File: src/rtl/reg_file_mp.sv
// Multi-port register file: three combinational reads, two write ports (port 0 wins on collision),
// plus a ready/valid register-dump streamer. Define REGF_BYPASS_EN to forward same-cycle write data to the read ports.
module reg_file_mp #(
  parameter int DATA_W   = 32,
  parameter int NUM_REGS = 15,
  parameter int ADDR_W   = 4
) (
  input  logic              clk,
  input  logic              rst,
  input  logic [ADDR_W-1:0] rd_addr0,
  input  logic [ADDR_W-1:0] rd_addr1,
  input  logic [ADDR_W-1:0] rd_addr2,
  output logic [DATA_W-1:0] rd_data0,
  output logic [DATA_W-1:0] rd_data1,
  output logic [DATA_W-1:0] rd_data2,
  input  logic              we0,
  input  logic [ADDR_W-1:0] waddr0,
  input  logic [DATA_W-1:0] wdata0,
  input  logic              we1,
  input  logic [ADDR_W-1:0] waddr1,
  input  logic [DATA_W-1:0] wdata1,
  input  logic              dump_req,
  input  logic              dump_ready,
  output logic              dump_valid,
  output logic [ADDR_W-1:0] dump_idx,
  output logic [DATA_W-1:0] dump_data,
  output logic              dump_busy
);

  typedef enum logic {S_IDLE, S_STREAM} state_t;

  localparam logic [ADDR_W-1:0] LAST_IDX = ADDR_W'(NUM_REGS - 1);

  logic [DATA_W-1:0] r_regs [NUM_REGS];
  state_t            r_state;
  logic [ADDR_W-1:0] r_cnt;
  logic              w_stream;

  function automatic logic in_range(input logic [ADDR_W-1:0] a);
    return 32'(a) < 32'(NUM_REGS);
  endfunction

  function automatic logic [DATA_W-1:0] read_port(input logic [ADDR_W-1:0] a);
    logic [DATA_W-1:0] v;
    v = '0;
    if (in_range(a)) begin
      v = r_regs[a];
`ifdef REGF_BYPASS_EN
      if (!rst && we0 && waddr0 == a)
        v = wdata0;
      else if (!rst && we1 && waddr1 == a)
        v = wdata1;
`endif
    end
    return v;
  endfunction

  // Port 1 is applied first so a colliding port 0 write overrides it.
  always_ff @(posedge clk or posedge rst) begin
    if (rst) begin
      for (int unsigned i = 0; i < NUM_REGS; i++)
        r_regs[i] <= DATA_W'(i);
    end else begin
      if (we1 && in_range(waddr1))
        r_regs[waddr1] <= wdata1;
      if (we0 && in_range(waddr0))
        r_regs[waddr0] <= wdata0;
    end
  end

  always_ff @(posedge clk or posedge rst) begin
    if (rst) begin
      r_state <= S_IDLE;
      r_cnt   <= '0;
    end else begin
      case (r_state)
        S_IDLE: begin
          if (dump_req) begin
            r_state <= S_STREAM;
            r_cnt   <= '0;
          end
        end
        S_STREAM: begin
          if (dump_ready) begin
            if (r_cnt == LAST_IDX) begin
              r_state <= S_IDLE;
              r_cnt   <= '0;
            end else begin
              r_cnt <= r_cnt + ADDR_W'(1);
            end
          end
        end
        default: begin
          r_state <= S_IDLE;
          r_cnt   <= '0;
        end
      endcase
    end
  end

  // Dump data reads the stored array directly, so a write to the held index shows up one cycle later.
  always_comb begin
    w_stream   = (r_state == S_STREAM);
    dump_valid = w_stream;
    dump_busy  = w_stream;
    dump_idx   = w_stream ? r_cnt : '0;
    dump_data  = w_stream ? r_regs[r_cnt] : '0;
  end

  always_comb begin
    rd_data0 = read_port(rd_addr0);
    rd_data1 = read_port(rd_addr1);
    rd_data2 = read_port(rd_addr2);
  end

endmodule

File: config.mk
export PLATFORM = sky130hd
export DESIGN_NAME = reg_file_mp
export DESIGN_NICKNAME = d
export VERILOG_FILES = /design/src/rtl/reg_file_mp.sv
export SDC_FILE = /design/constraint.sdc
export NUM_CORES = 2
export LEC_CHECK = 0
export CORE_MARGIN = 2
export CORE_UTILIZATION = 35
export CTS_CLUSTER_DIAMETER = 60
export CTS_CLUSTER_SIZE = 24
export DETAILED_ROUTE_END_ITERATION = 16
export PLACE_DENSITY = 0.57
export RECOVER_POWER = 100
export SKIP_CTS_REPAIR_TIMING = 1
export SLEW_MARGIN = 20
export SYNTH_ARGS = -nofsm -noshare
export SYNTH_HDL_FRONTEND = slang
export SYNTH_SLANG_ARGS = --single-unit
File: constraint.sdc
create_clock -name clk -period 25.3 [get_ports clk]
set_input_delay 7.59 -clock clk [delete_from_list [all_inputs] [get_ports clk]]
set_output_delay 7.59 -clock clk [all_outputs]
set_load 0.005 [all_outputs]
==> results.cfg <==
[run_status]
status = finished with violations
violations = capacitance limit, slew limit

[synthesis]
syn_inst = 3789
synth-edff-count = 0
ys_ff_latch = 485
ys.warnings.count = 0
synth_nets = 3881
ys_top_cells_by_area = dfrtp_1 (30%), mux2i_1 (23%), mux4_2 (13%)
seq_area_frac_synth_pct = 31.8
yosysTopAreaCell = dfrtp_1
synth_top_area_share_pct = 29.9
yosysMostFrequentCell = mux2i_1
async_flop_share_pct = 100
synth_ff_type = dfrtp_1
synthTopCellsByCount = mux2i_1 (893), dfrtp_1 (457), a21oi_1 (385), o21ai_0 (356), nor2_1 (290)
synth.distinct_cells = 40
synth_area_um2 = 38300
avgSynthCellArea_um2 = 10.1

[sta]
tns_ps = 0
worst_pin_slew_ps = 9070
finalCritPeriodShare_pct = 86.0
report.final.hold_viol_count = 0
slew_headroom_pct = -504
setup_violations = 0
maxClockFrequency_mhz = 46.0
final_max_slew_viol_count = 1833
skew_ps = 6.61
fin_ws_ps = 3550
rsz0062_at_grt = false
finalCriticalPeriod_ps = 21750

[placed_design]
gp_congestion = 0.831
hpwlAfterDp_um = 90100
placed_area_um2 = 41100
io_buffers = 223
post-place-ws_ps = 6710

[clock_tree]
clk_pin_slew_ps = 70
cts_max_path_buffers = 3
htreeDepth = 2
clkLatencyLatePin_ps = 670
cts_tree = built
cts-buffers-inserted = 60
clk_root_buffer_cell = clkbuf_16
cts.sinks = 485

[floorplanning]
ios = 224
dieArea_um2 = 112000
die_w_um = 335
std_cell_rows = 121
core_um2 = 109000
start_util_pct = 35.2
dieHeight_um = 335

[global_route]
use_met1_pct = 37.7
grt_use_met3_pct = 6.00
grt_pass1_wl_um = 232000
top_usage_layer = met2
grt_max_degree = 151
grt_pass1_vias = 31600
overflow = 0
grt_antenna_before_repair = 12
grt_usage_pct = 28.1
use_met2_pct = 43.6

[critical_path]
path_max_fanout = 41
endpoint_kind = output pin
worst_ep_required_time_ps = 17710
arrival_ps = 14160
crit_path_start_kind = primary input
path_class = primary input to output pin

[route]
vias_per_cell = 6.35
drtAntennaViolNets = 0
dr.pass1.iters = 6
drc = 0
wl_per_cell_um = 31.2
drt_iter0_drc = 4378
vias = 32900
drt-total-wl_um = 162000

[power]
power_density_nw_per_um2 = 85.6
ir_worst_vdd_uv = 59.1
leakage_nw = 17.8

[job]
drv_cap = 35

[final_layout]
stdcell_area_um2 = 43000
drive_above_1_share_pct = 15.4
fill_cells = 10600
nNetsFinal = 3799
areaGrowthSynthToFinish_pct = 12.3

[hold_path]
hold_path.class = flip-flop to flip-flop
## flip-flops by register name, indices dropped and copies added, names as in the netlist
| signal | flops |
|---|---|
| dump_busy | 1 |
| r_cnt | 4 |
| r_regs | 480 |
## layout by cell type, fill, tap and decap left out, drive strengths merged, types with 31 or more instances in the layout
cell type and n:
buf 51, dfrtp 457, mux4 227, nand3 36, nor2 298, o211a 93, a22oi 158, mux2i 893
clkbuf 92, mux2 125, dlygate4sd3 121, a21oi 385, a221oi 31, o21ai 356, nand2 206, clkdlybuf4s50 90
## cells by family (layout without fill, tap and decap cells)
kind of cell	Yosys count	count (layout)	share of synthesized area, %
simple gates	592	592	6.47
mux	1245	1245	40.4
compound gates	1031	1031	16.1
other cells	0	7	0
buf+inv	434	402	5.16
fa+ha+maj	2	2	0.0654
flops	485	485	31.8
## where the power goes
group	switching (mW)	leakage [nW]	internal [mW]
Sequential	0.285	5.70	0.986
Combinational	0.738	11.1	0.736
Clock	0.424	1.02	0.508
Total	1.45	17.8	2.23
## path summary, 6_finish.rpt
kind | to | start | slack, ps | cells past startpoint
worst max-delay path | rd_data1[24] | rd_addr1[1] | 3550 | 6
worst min-delay path | r_cnt[2]$_DFFE_PP0P_ | r_cnt[2]$_DFFE_PP0P_ | 560 | 1
worst max register to register | r_cnt[2]$_DFFE_PP0P_ | r_cnt[0]$_DFFE_PP0P_ | 16210 | 4
worst min register to register | r_cnt[2]$_DFFE_PP0P_ | r_cnt[2]$_DFFE_PP0P_ | 560 | 1
max in group asynchronous | r_regs[431]$_DFF_PP0_ | rst | 5890 | 4
min in group asynchronous | r_regs[418]$_DFF_PP0_ | rst | 8970 | 2
## stage by stage
stage | std cells | hold WS, ps | utilization [%] | power [mW]
after floorplan | 3789 | 509 | - | 2.09
after global placement | 5059 | 543 | 37.8 | 2.70
after detailed placement | 5059 | 537 | 37.8 | 2.72
after CTS | 5171 | 555 | 39.7 | 3.66
after global routing | 5173 | 600 | 39.5 | 3.84
final | 5178 | 562 | 39.5 | 3.68
## final cells by class
cell class	count	area [um^2]	share of cell area, %
Inverter	4	16.3	0.0379
Multi-Input combinational cell	2870	24300	56.5
Clock buffer	68	1580	3.68
Timing Repair Buffer	286	2610	6.08
Clock inverter	44	510	1.19
Tap cell	1414	1770	4.12
Sequential cell	485	12200	28.3
Antenna cell	7	17.5	0.0408
## layer usage
metal	wire (um)	vias up
met5	39	-
met4	7900	6
met3	15700	455
met2	72700	1905
met1	65400	16400
li1	-	14100
## critical path, cell delays in order
cell and delay [ps]:
clkbuf_1 2450, clkbuf_1 2520, mux2i_1 240, a22oi_1 400
o211a_1 270, dlygate4sd3_1 580
Power figures use the tool's default switching activity.
